**src/rtl/dds_sweep_ctrl.sv**
```systemverilog
// Frequency-sweep sequencer for the sin/cos DDS: steps the DDS frequency word
// from a start value to a stop value, holding each point for a programmable dwell.
module dds_sweep_ctrl #(
    parameter bit PHASE_SYNC = 1'b1,
    parameter bit STEP_RST   = 1'b0
) (
    input  logic        clk_100M,
    input  logic        rst_n,
    input  logic        start,
    input  logic        stop,
    input  logic        repeat_en,
    input  logic [24:0] f_start,
    input  logic [24:0] f_stop,
    input  logic [24:0] f_step,
    input  logic [23:0] dwell,
    output logic [24:0] fre,
    output logic        phase_rst,
    output logic        busy,
    output logic        done,
    output logic [15:0] point_idx
);

    typedef enum logic {S_IDLE, S_DWELL} state_t;

    state_t      r_state, w_state_nxt;

    logic [24:0] r_cfg_start, r_cfg_stop, r_cfg_step;
    logic [23:0] r_dwell_m1, r_cnt;
    logic        r_down, r_repeat, r_single, r_last;
    logic [24:0] r_fre;
    logic        r_phase_rst, r_busy, r_done;
    logic [15:0] r_idx;

    logic [24:0] w_cfg_start, w_cfg_stop, w_cfg_step;
    logic [23:0] w_dwell_m1, w_cnt;
    logic        w_down, w_repeat, w_single, w_last;
    logic [24:0] w_fre;
    logic        w_phase_rst, w_busy, w_done;
    logic [15:0] w_idx;

    logic [25:0] w_sum;
    logic        w_clamp;

    // One extra bit keeps the step from wrapping; a set MSB on a down step means it went below zero.
    assign w_sum   = r_down ? ({1'b0, r_fre} - {1'b0, r_cfg_step})
                            : ({1'b0, r_fre} + {1'b0, r_cfg_step});
    assign w_clamp = r_down ? (w_sum[25] || (w_sum <= {1'b0, r_cfg_stop}))
                            : (w_sum >= {1'b0, r_cfg_stop});

    always_ff @(posedge clk_100M or negedge rst_n) begin
        if (!rst_n) begin
            r_state <= S_IDLE;
        end else begin
            r_state <= w_state_nxt;
        end
    end

    always_comb begin
        w_state_nxt = r_state;
        w_cfg_start = r_cfg_start;
        w_cfg_stop  = r_cfg_stop;
        w_cfg_step  = r_cfg_step;
        w_dwell_m1  = r_dwell_m1;
        w_cnt       = r_cnt;
        w_down      = r_down;
        w_repeat    = r_repeat;
        w_single    = r_single;
        w_last      = r_last;
        w_fre       = r_fre;
        w_busy      = r_busy;
        w_idx       = r_idx;
        w_phase_rst = 1'b0;
        w_done      = 1'b0;

        if (stop) begin
            w_state_nxt = S_IDLE;
            w_busy      = 1'b0;
        end else begin
            case (r_state)
                S_IDLE: begin
                    if (start) begin
                        w_state_nxt = S_DWELL;
                        w_cfg_start = f_start;
                        w_cfg_stop  = f_stop;
                        w_cfg_step  = f_step;
                        w_down      = (f_stop < f_start);
                        w_repeat    = repeat_en;
                        w_single    = (f_start == f_stop) || (f_step == '0);
                        w_last      = (f_start == f_stop) || (f_step == '0);
                        w_dwell_m1  = (dwell == '0) ? '0 : dwell - 24'd1;
                        w_cnt       = (dwell == '0) ? '0 : dwell - 24'd1;
                        w_fre       = f_start;
                        w_idx       = '0;
                        w_busy      = 1'b1;
                        w_phase_rst = PHASE_SYNC;
                    end
                end
                S_DWELL: begin
                    if (r_cnt != '0) begin
                        w_cnt = r_cnt - 24'd1;
                    end else if (!r_last) begin
                        w_fre       = w_clamp ? r_cfg_stop : w_sum[24:0];
                        w_last      = w_clamp;
                        w_idx       = (r_idx == '1) ? r_idx : r_idx + 16'd1;
                        w_cnt       = r_dwell_m1;
                        w_phase_rst = STEP_RST;
                    end else if (r_repeat) begin
                        w_fre       = r_cfg_start;
                        w_last      = r_single;
                        w_idx       = '0;
                        w_cnt       = r_dwell_m1;
                        w_phase_rst = PHASE_SYNC;
                    end else begin
                        w_state_nxt = S_IDLE;
                        w_busy      = 1'b0;
                        w_done      = 1'b1;
                    end
                end
                default: w_state_nxt = S_IDLE;
            endcase
        end
    end

    always_ff @(posedge clk_100M or negedge rst_n) begin
        if (!rst_n) begin
            r_cfg_start <= '0;
            r_cfg_stop  <= '0;
            r_cfg_step  <= '0;
            r_dwell_m1  <= '0;
            r_cnt       <= '0;
            r_down      <= 1'b0;
            r_repeat    <= 1'b0;
            r_single    <= 1'b0;
            r_last      <= 1'b0;
            r_fre       <= '0;
            r_phase_rst <= 1'b0;
            r_busy      <= 1'b0;
            r_done      <= 1'b0;
            r_idx       <= '0;
        end else begin
            r_cfg_start <= w_cfg_start;
            r_cfg_stop  <= w_cfg_stop;
            r_cfg_step  <= w_cfg_step;
            r_dwell_m1  <= w_dwell_m1;
            r_cnt       <= w_cnt;
            r_down      <= w_down;
            r_repeat    <= w_repeat;
            r_single    <= w_single;
            r_last      <= w_last;
            r_fre       <= w_fre;
            r_phase_rst <= w_phase_rst;
            r_busy      <= w_busy;
            r_done      <= w_done;
            r_idx       <= w_idx;
        end
    end

    assign fre       = r_fre;
    assign phase_rst = r_phase_rst;
    assign busy      = r_busy;
    assign done      = r_done;
    assign point_idx = r_idx;

endmodule

```
**config.mk**
```make
export PLATFORM = sky130hd
export DESIGN_NAME = dds_sweep_ctrl
export DESIGN_NICKNAME = d
export VERILOG_FILES = /design/src/rtl/dds_sweep_ctrl.sv
export SDC_FILE = /design/constraint.sdc
export NUM_CORES = 1
export LEC_CHECK = 0
export ABC_CLOCK_PERIOD_IN_PS = 5100
export CAP_MARGIN = 10
export CORE_MARGIN = 5
export CORE_UTILIZATION = 45
export CTS_CLUSTER_DIAMETER = 100
export DETAILED_ROUTE_END_ITERATION = 12
export MAX_ROUTING_LAYER = met4
export PLACE_DENSITY_LB_ADDON = 0.25
export RECOVER_POWER = 25
export SLEW_MARGIN = 0
export SYNTH_ARGS = -nofsm -noshare
export SYNTH_HDL_FRONTEND = slang
export SYNTH_SLANG_ARGS = --single-unit
```
**constraint.sdc**
```tcl
create_clock -name clk_100M -period 5.1 [get_ports clk_100M]
set_input_delay 0.765 -clock clk_100M [delete_from_list [all_inputs] [get_ports clk_100M]]
set_output_delay 0.765 -clock clk_100M [all_outputs]
set_load 0.02 [all_outputs]
```
==> flow_metrics.env, run 1 <==
export IMPL_grt_pass1_vias=11100
export IMPL_setup_viol=26
export IMPL_met3_usage=0.0427
export IMPL_hold_viol=0
export IMPL_grt_util_met1=0.363
export IMPL_max_cap_violations=1
export IMPL_synth_edff_count=0
export IMPL_syn_area_per_cell_um2=8.37
export IMPL_fillers=2226
export IMPL_diodes=0
export IMPL_row_count=58
export IMPL_rr_worst_depth=24
export IMPL_grt_max_degree=99
export IMPL_clock_skew_ns=0.00922
export IMPL_synth_cells=1385
export IMPL_clock_path_buffers=2
export IMPL_stdcell_count=1969
export IMPL_r2r_slack_ns=-0.33
export IMPL_synth_seq_area_share=0.371
export IMPL_preCtsSetupSlack_ns=-0.609
export IMPL_vias_per_cell=5.73
export IMPL_slew_limit_headroom=-0.694
export IMPL_vias=11300
export IMPL_status="finished, violations left"
export IMPL_clk_latency_ns=0.44
export IMPL_multi_input_area_mm2=0.00718
export IMPL_fmax_mhz=184
export IMPL_fin_ws_ns=-0.329
export IMPL_drc=0
export IMPL_syn_nets=1571
export IMPL_yosysWarnings=0
export IMPL_core_mm2=0.0253
export IMPL_ir_drop_mv=0.360
export IMPL_place_congestion=0.947
export IMPL_layout_area_seq_mm2=0.00431
export IMPL_period_needed_ns=5.43
export IMPL_min_delay_start="r_cfg_start[13]$_DFFE_PN0P_"
export IMPL_p_int_mw=4.97
export IMPL_placedInstanceArea_mm2=0.0142
export IMPL_ys_ff_latch=172
export IMPL_fin_area_mm2=0.0154
export IMPL_nets=1813
export IMPL_drive_gt1_frac=0.164
export IMPL_die_x_um=171
export IMPL_overflow=0
export IMPL_syn_area_mm2=0.0116
export IMPL_ctsRootBufferMaster="clkbuf_16"
export IMPL_min_period_over_period=1.06
export IMPL_endpoint_kind="register"
export IMPL_power_density_mw_per_mm2=559
export IMPL_start_util=0.459
export IMPL_drt_wl_total_um=36400
export IMPL_dp_hpwl_um=26700
export IMPL_synth_main_ff_cell="dfrtp_1"
export IMPL_min_path_cells=2
export IMPL_worst_endpoint_required_ns=5.43
export IMPL_p_sw_mw=3.62
export IMPL_violations="max-capacitance violations, max-slew violations, negative setup slack"
export IMPL_syn_to_final_growth_pct=32.5
export IMPL_rr_startpoint="r_cfg_step[11]$_DFFE_PN0P_"
export IMPL_hold_end="r_cfg_start[13]$_DFFE_PN0P_"
export IMPL_io_pins=148
export IMPL_track_usage=0.257
export IMPL_timing_hold_ws_ns=0.479
export IMPL_min_path_type="reg -> reg"
export IMPL_grt_use_met2=0.384
export IMPL_grt_pass1_wl_um=58200
export IMPL_netlist_cell_type_count=67
export IMPL_wl_per_cell_um=18.5
export IMPL_power_frac_seq=0.220
export IMPL_antenna_found_initial=0
export IMPL_h_tree_depth=4
export IMPL_cts_tree="done"
export IMPL_p_sw_frac=0.422
export IMPL_combPwrFrac=0.627
export IMPL_crit_arrival_ns=5.75
export IMPL_clockPowerShare=0.153
export IMPL_rsz0062_at_grt="yes"
export IMPL_grt_busiest_layer="met2"
export IMPL_critPathLaunchType="register"
export IMPL_clk_pin_slew_ns=0.07
export IMPL_drt_iter0_markers=967
export IMPL_numCtsBuffers=17
export IMPL_worst_slew_pin_slew_ns=2.54
export IMPL_numPortBuffers=147
export IMPL_dieArea_mm2=0.0291
export IMPL_path_max_fanout=20
export IMPL_power_leakage_nw=6.80
export IMPL_ant_nets=0
export IMPL_first_pass_iters=5
export IMPL_die_h_um=171
export IMPL_crit_type="reg -> reg"
export IMPL_slew_violations=99
export IMPL_clock_sinks=172
export IMPL_synthArstFlopShare=1.00
export IMPL_r2r_end="fre[6]$_DFFE_PN0P_"
export IMPL_dp_cells=1912
[metal layers]
metal / vias up / routed length [µm]
li1: 5428 / -
met1: 5365 / 16900
met2: 427 / 16200
met3: 70 / 2470
met4: 0 / 962
met5: - / 0
[placed cells by master (no fill, tap or decap), types with 14 or more instances in the layout]
master,netlist,routed
clkdlybuf4s50_1,0,146
clkbuf_16,0,17
nor3_1,37,36
o211ai_1,14,14
nor2_1,89,83
dfrtp_1,172,171
a21oi_1,75,63
and3_1,16,16
o21ai_0,136,130
a21o_1,25,25
inv_1,72,72
xor2_1,39,39
nand2_1,229,226
nand4_1,20,20
nand3_1,46,37
buf_4,1,140
ha_1,81,78
xnor2_1,51,48
[layout make-up]
cell class	instances	area share
clock buffers	21	0.0306
multi-input cells	1070	0.467
clock inverters	10	0.00692
well taps	330	0.0269
inverters	72	0.0176
repair buffers	294	0.171
flip-flops and latches	172	0.280
[power by group through the flow]
stage | sequential (mW) | clock, mW | combinational (mW)
after global routing | 1.93 | 1.38 | 5.86
after global placement | 1.91 | 0 | 4.41
final | 1.89 | 1.31 | 5.39
after floorplan | 1.92 | 0 | 2.72
after detailed placement | 1.91 | 0 | 4.48
after CTS | 1.89 | 1.33 | 5.01
[sequential cells by signal, summed over array words and instances (netlist names)]
name	cells
r_cfg_stop	25
fre	25
busy	1
done	1
r_cfg_start	25
r_down	1
r_state	1
phase_rst	1
r_dwell_m1	24
point_idx	16
r_single	1
r_repeat	1
r_cfg_step	25
r_last	1
r_cnt	24
[repair_timing]
item	4_1_cts	5_1_grt
gates resized for setup	49	29
buffers inserted	13	12
cloned	1	0
endpoints found under the setup margin	26	26
pin swaps	15	21
hold buffers	0	0
[critical path, stage by stage, from the launching register on]
cell,delay (ns)
dfrtp_1,0.39
or3_4,0.39
or3_4,0.45
nor2_4,0.14
nor2_2,0.05
xnor2_2,0.14
ha_1,0.36
a21oi_2,0.18
o21ai_2,0.10
a2111oi_2,0.37
o21bai_4,0.20
a21oi_2,0.08
or3_1,0.39
and2_4,0.17
ha_4,0.27
nand3_4,0.07
nor2_4,0.14
nand2_2,0.08
a31oi_4,0.24
nor4b_2,0.09
mux2i_1,0.27
nand2_4,0.14
buf_12,0.19
buf_12,0.13
o311ai_2,0.27
[stage by stage]
step	power, mW	TNS, ns	utilization
6_report	8.59	-6.50	0.608
3_3_place_gp	6.32	-11.17	0.563
3_5_place_dp	6.39	-12.92	0.563
2_1_floorplan	4.64	0	-
4_1_cts	8.23	-2.94	0.599
5_1_grt	9.17	-12.85	0.608
[synth_stat cells, drive strengths merged (6+ instances only)]
master,count,area [µm²]
o211ai,14,105
o21a,13,97.6
nor3,37,185
a31oi,13,81.3
a21o,25,188
nand4,20,125
a221oi,16,146
nand2,230,866
ha,81,1010
or3,9,61.3
xor2,39,342
clkbuf,58,218
nand3,46,230
o21ai,137,689
and3,16,100
dfrtp,172,4300
xnor2,51,447
o31ai,15,113
o311ai,17,149
buf,13,81.3
nand2b,7,43.8
a221o,11,110
nor4,19,161
inv,72,270
or4,6,45.0
nor2,89,334
and2,10,62.6
a2111oi,6,52.6
mux2i,7,70.1
a21oi,75,375
[cells by family (layout without fill, tap and decap cells)]
logic type / count (synthesis) / after routing / synth area share
simple gates: 514 / 514 / 0.208
compound gates: 372 / 372 / 0.204
flops: 172 / 172 / 0.371
buf+inv: 143 / 397 / 0.0491
xor+xnor: 90 / 90 / 0.0680
fa+ha+maj: 82 / 82 / 0.0891
mux: 12 / 12 / 0.0109
[worst max-delay path by stage]
stage          cells past startpoint                  end                       start
2_1_floorplan                     23   fre[8]$_DFFE_PN0P_   r_cfg_step[2]$_DFFE_PN0P_
3_3_place_gp                      23   fre[8]$_DFFE_PN0P_  r_cfg_step[12]$_DFFE_PN0P_
3_5_place_dp                      23  fre[11]$_DFFE_PN0P_  r_cfg_step[12]$_DFFE_PN0P_
4_1_cts                           24   fre[6]$_DFFE_PN0P_  r_cfg_step[12]$_DFFE_PN0P_
5_1_grt                           25   fre[6]$_DFFE_PN0P_  r_cfg_step[11]$_DFFE_PN0P_
6_report                          24   fre[6]$_DFFE_PN0P_  r_cfg_step[11]$_DFFE_PN0P_
No activity file was read; power rests on OpenSTA's default activity.
==> inputs of run 2 (changes only) <==
Settings changed: CTS_BUF_LIST from default to sky130_fd_sc_hd__clkbuf_16.
==> flow_metrics.env, run 2 (synthesized netlist as in run 1, its figures left out) <==
export IMPL_status="finished, violations left"
export IMPL_violations="max-capacitance violations, max-slew violations, negative setup slack"
export IMPL_vias=11200
export IMPL_numPortBuffers=147
export IMPL_preCtsSetupSlack_ns=-0.609
export IMPL_dieArea_mm2=0.0291
export IMPL_path_max_fanout=20
export IMPL_layout_area_seq_mm2=0.00431
export IMPL_timing_hold_ws_ns=0.480
export IMPL_wl_per_cell_um=18.4
export IMPL_fmax_mhz=183
export IMPL_syn_to_final_growth_pct=30.8
export IMPL_layout_common_cells="nand2_1 (227), dfrtp_1 (171), clkdlybuf4s50_1 (146)"
export IMPL_io_pins=148
export IMPL_max_cap_violations=1
export IMPL_ir_drop_mv=0.371
export IMPL_clock_path_buffers=2
export IMPL_critPathLaunchType="register"
export IMPL_die_x_um=171
export IMPL_clk_pin_slew_ns=0.07
export IMPL_clock_skew_ns=0.00800
export IMPL_endpoint_kind="register"
export IMPL_numCtsBuffers=17
export IMPL_fin_ws_ns=-0.356
export IMPL_nets=1802
export IMPL_grt_pass1_wl_um=58300
export IMPL_cts_tree="done"
export IMPL_track_usage=0.257
export IMPL_postCtsHoldBufs=0
export IMPL_start_util=0.459
export IMPL_rsz0062_at_grt="yes"
export IMPL_hold_viol=0
export IMPL_core_mm2=0.0253
export IMPL_path_cells="or3_4 -> or3_4 -> nor4_4 -> a41oi_2 -> xnor2_1 -> ha_1 -> nand2_1 -> nor2_2 -> nand3_1 -> o211ai_1 -> xor2_1 -> ha_1 -> a21o_1 -> a21o_1 -> a21oi_2 -> o21ai_2 -> or4_1 -> o311a_1 -> nand2_4 -> buf_12 -> buf_12 -> nand3_2 -> o311ai_2"
export IMPL_min_period_over_period=1.07
export IMPL_slew_violations=99
export IMPL_drt_wl_total_um=36000
export IMPL_clock_sinks=172
export IMPL_row_count=58
export IMPL_vias_per_cell=5.71
export IMPL_drive_gt1_frac=0.150
export IMPL_diodes=0
export IMPL_power_density_mw_per_mm2=550
export IMPL_ctsRootBufferMaster="clkbuf_16"
export IMPL_min_path_type="reg -> reg"
export IMPL_drt_iter0_markers=910
export IMPL_die_h_um=171
export IMPL_antenna_found_initial=0
export IMPL_overflow=0
export IMPL_period_needed_ns=5.46
export IMPL_h_tree_depth=4
export IMPL_fillers=2274
export IMPL_place_congestion=0.947
export IMPL_clk_latency_ns=0.44
export IMPL_grt_pass1_vias=11100
export IMPL_layout_commonest_cell="nand2_1"
export IMPL_dp_hpwl_um=26700
export IMPL_power_leakage_nw=6.71
export IMPL_worst_slew_pin_slew_ns=2.55
export IMPL_worst_endpoint_required_ns=5.42
export IMPL_setup_viol=26
export IMPL_crit_type="reg -> reg"
export IMPL_grt_max_degree=99
export IMPL_crit_arrival_ns=5.78
export IMPL_critPathSlowestCell="or4_1"
export IMPL_slew_limit_headroom=-0.701
export IMPL_ant_nets=0
export IMPL_first_pass_iters=5
export IMPL_drc=0
export IMPL_multi_input_area_mm2=0.00709
export IMPL_critical_path_max_stage_delay_ns=0.52
## run 2: worst paths after layout
check	startpoint	to	slack (ns)	depth (start not counted)
setup / recovery	r_cfg_step[12]$_DFFE_PN0P_	fre[6]$_DFFE_PN0P_	-0.36	23
setup reg to reg	r_cfg_step[12]$_DFFE_PN0P_	fre[6]$_DFFE_PN0P_	-0.36	23
hold reg to reg	r_cfg_start[13]$_DFFE_PN0P_	r_cfg_start[13]$_DFFE_PN0P_	0.48	2
max in group asynchronous	rst_n	r_cfg_step[2]$_DFFE_PN0P_	2.37	2
min in group asynchronous	rst_n	r_dwell_m1[12]$_DFFE_PN0P_	1.07	1
hold / removal	r_cfg_start[13]$_DFFE_PN0P_	r_cfg_start[13]$_DFFE_PN0P_	0.48	2
## run 2: routing by layer
| layer | track usage | part of all wire |
|---|---|---|
| met1 | 0.364 | 0.47 |
| met2 | 0.384 | 0.45 |
| met3 | 0.0411 | 0.062 |
| met4 | 0.0733 | 0.025 |
| met5 | - | 0 |
## run 2: area by class of cell
cell class,count,share of cell area
tap,330,0.0272
timing repair buffer,283,0.168
sequential,172,0.284
multi-input combinational,1070,0.467
clock inverter,14,0.00800
clock buffer,17,0.0281
inverter,72,0.0178
## run 2: critical path: cells and delay by family, from the launching register on
| family | cells | cell delay [ns] |
|---|---|---|
| AOI/OAI and AO/OA | 8 | 1.39 |
| DFF | 1 | 0.38 |
| xor gates and xnor gates | 2 | 0.47 |
| adders and majority gates | 2 | 0.64 |
| buffers and inverters | 2 | 0.30 |
| and+or+nand+nor | 9 | 2.14 |
## run 2: what timing repair did
| item | 4_1_cts | 5_1_grt |
|---|---|---|
| pin swaps | 16 | 6 |
| resized for setup | 49 | 12 |
| cloned | 1 | 0 |
| endpoints found under the hold margin | 0 | 0 |
| setup buffers | 13 | 1 |
| setup endpoints to repair | 26 | 26 |
## run 2: where the power goes
part           internal (mW)  switching (mW)
registers               1.62           0.271
logic                   2.53            2.66
clock network          0.671           0.588
total                   4.82            3.52
## run 2: through the flow
stage          std cells  cell area, µm²  TNS (ns)   util  power (mW)
3_3_place_gp        1912           14200    -11.17  0.563        6.32
4_1_cts             1957           15100     -3.21  0.598        8.18
6_report            1958           15200     -7.06  0.600        8.34
5_1_grt             1958           15200    -12.55  0.600        8.92
2_1_floorplan       1385           11700         0      -        4.64
3_5_place_dp        1912           14200    -12.92  0.563        6.39
